[src/rtl/int_ack_pkg.sv]
// Shared definitions for the external-interrupt acknowledge responder.
// Latency: n/a (types and constants only).
// Backpressure: n/a.
package int_ack_pkg;

  // Handshake state: waiting for a request, request presented to CP0,
  // or acknowledged in level mode while the environment still holds irq_in.
  typedef enum logic [1:0] {
    IDLE = 2'd0,
    PEND = 2'd1,
    WAIT = 2'd2
  } state_e;

  // Word offsets inside the 16-byte register window.
  localparam logic [1:0] OFF_ACK  = 2'd0;
  localparam logic [1:0] OFF_CTRL = 2'd1;
  localparam logic [1:0] OFF_CNT  = 2'd2;

  // CTRL register bit positions.
  localparam int EN      = 0;
  localparam int MODE    = 1;
  localparam int OVF_CLR = 31;

endpackage

[src/rtl/int_sync2.sv]
// Two-flop synchronizer for the external interrupt request, or a plain
// wire when SYNC_EN = 0. Latency: 2 cycles when enabled, 0 when bypassed.
// Backpressure: none (single-bit level signal).
// Ports: clk, rst_n (async active-low), d (async input), q (synchronized output).
module int_sync2 #(
  parameter bit SYNC_EN = 1'b1
) (
  input  logic clk,
  input  logic rst_n,
  input  logic d,
  output logic q
);

  logic [1:0] sync_q;
  logic [1:0] sync_d;

  always_comb begin
    sync_d = {sync_q[0], d};
  end

  always_ff @(posedge clk or negedge rst_n) begin
    if (!rst_n) begin
      sync_q <= 2'b00;
    end else begin
      sync_q <= sync_d;
    end
  end

  // The flops stay in the bypass build so both configurations share one netlist shape.
  assign q = SYNC_EN ? sync_q[1] : d;

endmodule

[src/rtl/int_ack_responder.sv]
// Memory-mapped interrupt latch at BASE_ADDR: presents irq_in to CP0 as irq_out,
// cleared by a store to the ACK word, and counts serviced interrupts.
// Latency: irq_out rises 1 cycle after the triggering irq_in sample (3 with
// INT_ACK_SYNC_EN defined) and falls 1 cycle after the ACK store.
// Backpressure: none; every bus access completes in the cycle it is presented.
// Ports: clk, reset (async active-low), irq_in, addr/byteen/wdata (bridge store),
//        rdata (combinational read), irq_out (HWInt[2]), ack_pulse, ovf.
// Build option: define INT_ACK_SYNC_EN to pass irq_in through a 2-flop synchronizer.
module int_ack_responder
  import int_ack_pkg::*;
#(
  parameter logic [31:0] BASE_ADDR = 32'h0000_7f20,
  parameter int          CNT_W     = 32
) (
  input  logic        clk,
  input  logic        reset,
  input  logic        irq_in,
  input  logic [31:0] addr,
  input  logic [3:0]  byteen,
  input  logic [31:0] wdata,
  output logic [31:0] rdata,
  output logic        irq_out,
  output logic        ack_pulse,
  output logic        ovf
);

`ifdef INT_ACK_SYNC_EN
  localparam bit SYNC_EN = 1'b1;
`else
  localparam bit SYNC_EN = 1'b0;
`endif

  localparam logic [CNT_W-1:0] CNT_MAX = {CNT_W{1'b1}};
  localparam logic [CNT_W-1:0] CNT_ONE = {{(CNT_W-1){1'b0}}, 1'b1};

  state_e           state_q, state_d;
  logic             irq_prev_q, irq_prev_d;
  logic             en_q, en_d;
  logic             mode_q, mode_d;
  logic             ovf_q, ovf_d;
  logic             ack_pulse_q, ack_pulse_d;
  logic [CNT_W-1:0] count_q, count_d;

  logic       irq_s;
  logic       sel, wr;
  logic [1:0] off;
  logic       ack_wr, ctrl_wr, cnt_wr;
  logic       trig;
  logic       ack_ok;
  logic       unused_bits;

  int_sync2 #(.SYNC_EN(SYNC_EN)) u_sync (
    .clk   (clk),
    .rst_n (reset),
    .d     (irq_in),
    .q     (irq_s)
  );

  // Bus decode
  assign sel     = (addr[31:4] == BASE_ADDR[31:4]);
  assign wr      = sel & (|byteen);
  assign off     = addr[3:2];
  assign ack_wr  = wr & (off == OFF_ACK);
  assign ctrl_wr = wr & (off == OFF_CTRL);
  assign cnt_wr  = wr & (off == OFF_CNT);
  assign unused_bits = ^{addr[1:0], wdata[30:2]};

  // Trigger uses the registered mode, so a mode change takes effect next cycle.
  assign trig   = mode_q ? (irq_s & ~irq_prev_q) : irq_s;
  assign ack_ok = ack_wr & (state_q == PEND);

  // FSM: state register
  always_ff @(posedge clk or negedge reset) begin
    if (!reset) begin
      state_q <= IDLE;
    end else begin
      state_q <= state_d;
    end
  end

  // FSM: next state
  always_comb begin
    state_d = state_q;
    unique case (state_q)
      IDLE: if (en_q && trig) state_d = PEND;
      PEND: begin
        if (ack_ok) begin
          if (!mode_q)   state_d = WAIT;
          else if (trig) state_d = PEND;  // edge landed with the ACK: serve it next
          else           state_d = IDLE;
        end
      end
      WAIT: if (!irq_s) state_d = IDLE;
      default: state_d = IDLE;
    endcase
  end

  // FSM: outputs (disable masks a pending request without dropping it)
  always_comb begin
    irq_out = (state_q == PEND) & en_q;
  end

  // Datapath next-state
  always_comb begin
    irq_prev_d  = irq_s;
    en_d        = en_q;
    mode_d      = mode_q;
    ack_pulse_d = ack_ok;
    count_d     = count_q;
    ovf_d       = ovf_q;

    if (ctrl_wr && byteen[0]) begin
      en_d   = wdata[EN];
      mode_d = wdata[MODE];
    end

    if (cnt_wr) begin
      count_d = '0;
    end else if (ack_ok && (count_q != CNT_MAX)) begin
      count_d = count_q + CNT_ONE;
    end

    if (ctrl_wr && byteen[3] && wdata[OVF_CLR]) begin
      ovf_d = 1'b0;
    end
    // A second edge while the first is still unacknowledged is an overrun.
    if (mode_q && (state_q == PEND) && trig && !ack_wr) begin
      ovf_d = 1'b1;
    end
  end

  always_ff @(posedge clk or negedge reset) begin
    if (!reset) begin
      irq_prev_q  <= 1'b0;
      en_q        <= 1'b1;
      mode_q      <= 1'b0;
      ovf_q       <= 1'b0;
      ack_pulse_q <= 1'b0;
      count_q     <= '0;
    end else begin
      irq_prev_q  <= irq_prev_d;
      en_q        <= en_d;
      mode_q      <= mode_d;
      ovf_q       <= ovf_d;
      ack_pulse_q <= ack_pulse_d;
      count_q     <= count_d;
    end
  end

  assign ack_pulse = ack_pulse_q;
  assign ovf       = ovf_q;

  // Read mux
  always_comb begin
    rdata = 32'h0;
    if (sel) begin
      unique case (off)
        OFF_ACK:  rdata = {29'b0, ovf_q, en_q, (state_q == PEND)};
        OFF_CTRL: rdata = {30'b0, mode_q, en_q};
        OFF_CNT:  rdata[CNT_W-1:0] = count_q;
        default:  rdata = 32'h0;
      endcase
    end
  end

endmodule
[config.mk]
export PLATFORM = sky130hd
export DESIGN_NAME = int_ack_responder
export DESIGN_NICKNAME = d
export VERILOG_FILES = /design/src/rtl/int_ack_pkg.sv /design/src/rtl/int_sync2.sv /design/src/rtl/int_ack_responder.sv
export SDC_FILE = /design/constraint.sdc
export NUM_CORES = 1
export LEC_CHECK = 0
export ABC_AREA = 0
export CAP_MARGIN = 15
export CORE_MARGIN = 8
export CORE_UTILIZATION = 45
export DETAILED_ROUTE_END_ITERATION = 10
export PLACE_DENSITY = 0.82
export SLEW_MARGIN = 20
export SYNTH_ARGS = -nofsm -noshare
export SYNTH_HDL_FRONTEND = slang
export SYNTH_HIERARCHICAL = 1
export SYNTH_SLANG_ARGS = --single-unit
[constraint.sdc]
create_clock -name clk -period 4.08 [get_ports clk]
set_clock_uncertainty 0.15 [all_clocks]
set_input_delay 0.408 -clock clk [delete_from_list [all_inputs] [get_ports clk]]
set_output_delay 0.408 -clock clk [all_outputs]
set_load 0.02 [all_outputs]
==> results.cfg, run 1 <==
[setup_path]
cp_slowest_cell = clkdlybuf4s50_1
r2r_cells = 7
cp_top_family = buffers and inverters
r2r-start = count_q[0]
worst_setup_path_start_kind = input port
r2r_end = count_q[20]
crit_path_frequent_cell = clkdlybuf4s50_1
cpPeakStageDelay_ns = 0.61
rrSetupSlack_ns = 1.34
crit_fanout = 17
worst_setup_path_end_kind = output port
path_cells = clkdlybuf4s50_1 > nor4bb_1 > and4_1 > and3_1 > buf_4 > and2_1 > clkdlybuf4s50_1
arrival_ns = 2.71
required_ns = 3.52
critPathKind = in -> out
path_buf_inv = 3

[cts]
root_buffer = clkbuf_8
clk_latency_ns = 0.29
cts_resized = 0
clockBufferDepth = 2
post-cts-setup-buffer-count = 0
path_clk_slew_ns = 0.07
tritoncts = built
htree_levels = 2
cts.sinks = 39
cts_buffers = 5
postCtsHoldBufs = 0

[cells_and_area]
finalCoreUtilization = 0.604
antenna_cells = 0
syn2layout_area_growth_pct = 31.4
fin_area_sq_um = 3540
num-nets-final = 442
drive_above_1_share = 0.0674
fin_cells = 446
nFillCells = 495
seq_area_sq_um = 977
multi_input_area_sq_um = 1570

[detailed_routing]
antenna_left = 0
routed_wl_um = 7670
detail_route.first_pass.iterations = 4
wl_per_cell_um = 17.2
vias_per_cell = 6.14
drc_errors = 0
route.vias.total = 2739
first_iter_violations = 216

[sta]
setup_violations = 0
min_period_over_period = 0.801
hold_viol_final = 0
max_freq_mhz = 306
grt_setup_unrepaired = false
max-slew-margin-rel = 0.394
timing.final.crit_period_ns = 3.27
slew_viol_final = 0
tightest_slew_ns = 0.910
tns_ns = 0

[grt]
grt-ovfl-total = 0
track_usage = 0.179
grt_max_degree = 40
grt_pass1_vias = 2771
antenna_found_initial = 0
grt_pass1_wl_um = 12900

[floorplanning]
start_util = 0.460
dieWidth_um = 93.3
die_h_um = 93.3
core-area_sq_um = 5850
fp.dieArea_sq_um = 8710
num_io_pins = 106
num_rows = 28

[power_and_ir_drop]
ir_worst_vdd_v = 0.000125
power_mw = 0.696
p_sw_mw = 0.154
p_comb_frac = 0.079
pwr-share-seq = 0.556
leakage_nw = 1.43
power_density_nw_per_um2 = 197
switching_share = 0.221
p_int_mw = 0.542
power_frac_clock = 0.365

[synth]
yosys.area.top_type = dfrtp_1
avgSynthCellArea_sq_um = 8.88
synth_area_sq_um = 2690
netlist_top_cells_area = dfrtp_1 (35%), and2_1 (7.4%), a221o_1 (4.5%)
syn_nets = 375
post-synth-top-count-cell = dfrtp_1
synth_cell_types = 50
ys_warn_count = 6
synth_top_area_frac = 0.353
synth-async-reset-ratio = 1.00
yosys-top-cells-count = dfrtp_1 (38), and2_1 (32), nand2_1 (21), nor2_1 (19)
synth-edff-count = 0
syn_inst = 303
synth_seq_cells = 39
synth_ff_type = dfrtp_1
synth_seq_area_share = 0.363

[place]
io_buffers = 74
placed_area_sq_um = 3450
placedCellCount = 438
globalplace.congestion = 0.854
dp.final_hpwl_um = 5540

[job]
maxCapViolations = 0

[outcome]
status = completed

[worst_hold_path]
hold_path_class = in -> async
## area by class of cell
class,count,share of cell area
timing repair buffer,81,0.223
clock buffer,7,0.0216
clock inverter,1,0.00142
multi-input combinational,235,0.443
inverter,8,0.00849
sequential,39,0.276
tap,75,0.0265
## registers in the layout, indices dropped and copies added (netlist names)
name        count
ack_pulse       1
count_q        32
en_q            1
irq_prev_q      1
mode_q          1
ovf             1
state_q         2
## cell usage in the layout, fill, tap and decap left out, types with 3 or more instances in the layout
| master | count |
|---|---|
| o31ai_1 | 7 |
| mux2i_1 | 7 |
| o221ai_1 | 3 |
| nor2_1 | 19 |
| and3_1 | 11 |
| nand4_1 | 11 |
| nor4_1 | 12 |
| and4_1 | 8 |
| nand3_2 | 3 |
| o211ai_1 | 3 |
| and2_1 | 32 |
| buf_4 | 7 |
| clkbuf_8 | 5 |
| o21ai_0 | 9 |
| dfrtp_1 | 38 |
| o2111ai_1 | 3 |
| nand2_1 | 21 |
| a21oi_1 | 10 |
| a221o_1 | 12 |
| or4_1 | 8 |
| a2bb2oi_1 | 3 |
| nand3_1 | 10 |
| clkdlybuf4s50_1 | 73 |
| nor3_1 | 12 |
| inv_1 | 8 |
## power groups by stage
stage	Combinational [mW]	Sequential (mW)	Clock [mW]
3_3_place_gp	0.0543	0.395	0
5_1_grt	0.0597	0.387	0.273
3_5_place_dp	0.0552	0.395	0
2_1_floorplan	0.00915	0.395	0
6_report	0.0547	0.387	0.254
4_1_cts	0.0553	0.387	0.258
## worst max path at each step
| stage | to | cells after the start | startpoint |
|---|---|---|---|
| global route | rdata[13] | 7 | addr[12] |
| finish | rdata[9] | 7 | addr[11] |
| global placement | rdata[15] | 7 | addr[11] |
| floorplan | rdata[20] | 6 | addr[4] |
| CTS | rdata[16] | 7 | addr[11] |
| detailed placement | rdata[23] | 7 | addr[11] |
## logic make-up (layout without fill, tap and decap cells)
family | Yosys count | count (layout) | synth area share
flip-flops | 39 | 39 | 0.363
adder cells (fa/ha/maj) | 1 | 1 | 0.00465
AND/OR/NAND/NOR | 162 | 162 | 0.364
buffers and inverters | 29 | 97 | 0.0549
AO/OA/AOI/OAI | 63 | 63 | 0.179
multiplexers | 9 | 9 | 0.0344
## stage by stage
stage	setup WS, ns	hold slack (ns)
final	0.813	0.0993
after global routing	0.657	0.171
after CTS	0.821	0.123
after detailed placement	0.819	0.291
after global placement	0.873	0.285
after floorplan	1.67	-0.0376
## metal layers
metal,share of wire,GRT usage,vias to the layer above,wire [um]
li1,-,-,1300,-
met1,0.41,0.226,1318,3120
met2,0.50,0.296,114,3820
met3,0.085,0.0329,7,653
met4,0.010,0.0644,0,80
met5,0,0,-,0
Note: power is estimated with default switching activity, not from simulation.
==> run 2, diff against run 1 <==
--- a/config.mk
+++ b/config.mk
@@ -8,9 +8,9 @@
 export ABC_AREA = 0
 export CAP_MARGIN = 15
 export CORE_MARGIN = 8
-export CORE_UTILIZATION = 45
+export CORE_UTILIZATION = 40
 export DETAILED_ROUTE_END_ITERATION = 10
-export PLACE_DENSITY = 0.82
+export PLACE_DENSITY = 0.77
 export SLEW_MARGIN = 20
 export SYNTH_ARGS = -nofsm -noshare
 export SYNTH_HDL_FRONTEND = slang
==> constraint.sdc (replaced) <==
create_clock -name clk -period 2.7 [get_ports clk]
set_clock_uncertainty 0.15 [all_clocks]
set_input_delay 0.27 -clock clk [delete_from_list [all_inputs] [get_ports clk]]
set_output_delay 0.27 -clock clk [all_outputs]
set_load 0.02 [all_outputs]
==> results.cfg, run 2 (synthesis gave the netlist of run 1 again) <==
[detailed_routing]
drc_errors = 0
route.vias.total = 2785
wl_per_cell_um = 17.3
vias_per_cell = 5.94
antenna_left = 0
detail_route.first_pass.iterations = 4
first_iter_violations = 139
routed_wl_um = 8120

[setup_path]
cpPeakStageDelay_ns = 0.45
r2r_end = count_q[21]
arrival_ns = 2.16
worst_setup_path_start_kind = input port
path_cells = clkdlybuf4s50_1 > nor4bb_2 > and4_1 > and3_1 > buf_12 > and2_1 > dlygate4sd2_1
crit_path_start = addr[11]
cp_top_family = buffers and inverters
r2r_cells = 7
rrSetupSlack_ns = 0.19
crit_fanout = 29
r2r-start = count_q[1]
required_ns = 2.28
path_buf_inv = 3
critPathKind = in -> out
cp_slowest_cell = clkdlybuf4s50_1
worst_setup_path_end_kind = output port

[worst_hold_path]
hold_start = state_q[1]
hold_end = state_q[0]
min_path_cells = 1
hold_path_class = reg -> reg

[power_and_ir_drop]
leakage_nw = 1.71
power_density_nw_per_um2 = 287
ir_worst_vdd_v = 0.000210

[cells_and_area]
final_cell_mix = clkdlybuf4s50_1 (41), dfrtp_1 (38), and2_1 (32)
final_common_cell = clkdlybuf4s50_1
fin_cells = 469
syn2layout_area_growth_pct = 38.0
largest_register_ffs = 32
num-nets-final = 460
nFillCells = 619
largest_register = count_q
top_regs = count_q: 32 flops, state_q: 2 flops
drive_above_1_share = 0.116
antenna_cells = 0

[floorplanning]
dieWidth_um = 98.0
core-area_sq_um = 6640
num_rows = 30
fp.dieArea_sq_um = 9600
die_h_um = 98.0
start_util = 0.405
num_io_pins = 106

[cts]
root_buffer = clkbuf_8
cts.sinks = 39
cts_buffers = 5
clk_latency_ns = 0.29
tritoncts = built
path_clk_slew_ns = 0.07
post-cts-setup-buffer-count = 0
htree_levels = 2
clockBufferDepth = 2

[job]
maxCapViolations = 0

[sta]
max-slew-margin-rel = 0.422
timing.final.crit_period_ns = 2.58
min_period_over_period = 0.954
tightest_slew_ns = 0.868
fin_ws_ns = 0.123
hold_viol_final = 0
slew_viol_final = 0
grt_setup_unrepaired = false
max_freq_mhz = 388
setup_violations = 0

[place]
placedCellCount = 460
place_ws_ns = -0.222
dp.final_hpwl_um = 5960
io_buffers = 74
globalplace.congestion = 0.873

[grt]
grt-ovfl-total = 0
grt_pass1_wl_um = 13300
track_usage = 0.167
grt_pass1_vias = 2745
grt_max_degree = 40
antenna_found_initial = 0

[outcome]
status = completed
run 2: how the worst max path moves through the flow:
stage	to	slack, ns	cells after the start
floorplan	count_q[13]	0.49	8
global placement	rdata[17]	-0.19	7
detailed placement	rdata[16]	-0.22	7
CTS	rdata[2]	0.002	5
global route	rdata[8]	0.0001	7
finish	rdata[17]	0.12	7
run 2: area by class of cell:
| cell class | instances | area [sq um] | area share |
|---|---|---|---|
| Multi-Input combinational cell | 235 | 1600 | 0.431 |
| Sequential cell | 39 | 977 | 0.263 |
| Timing Repair Buffer | 99 | 926 | 0.249 |
| Tap cell | 80 | 100 | 0.0270 |
| Clock buffer | 8 | 80.1 | 0.0216 |
| Inverter | 8 | 30.0 | 0.00809 |
run 2: power breakdown:
part / internal, mW / total (mW) / switching, mW
Sequential: 0.584 / 0.585 / 0.000293
Clock: 0.184 / 0.388 / 0.204
Combinational: 0.0596 / 0.0932 / 0.0336
Total: 0.828 / 1.07 / 0.238
run 2: per-layer routing:
metal	GRT usage	vias up	part of all wire
met5	0	-	0
met4	0.0384	0	0.0090
met3	0.0391	8	0.058
met2	0.301	73	0.51
met1	0.195	1363	0.42
li1	-	1341	-
run 2: repair_timing:
action,CTS,global route
endpoints found under the hold margin,38,0
pin swaps,0,1
cloned,0,0
resized for setup,31,9
endpoints found under the setup margin,31,28
hold buffers,1,0
run 2: per-stage QoR:
step	utilization	hold slack (ns)	cell area [sq um]	TNS [ns]	power (mW)
after CTS	0.554	0.303	3680	0	1.07
final	0.559	0.309	3710	0	1.07
after global placement	0.544	0.277	3610	-5.77	0.682
after floorplan	-	-0.176	2690	0	0.610
after detailed placement	0.544	0.283	3610	-7.52	0.683
after global routing	0.559	0.320	3710	0	1.10
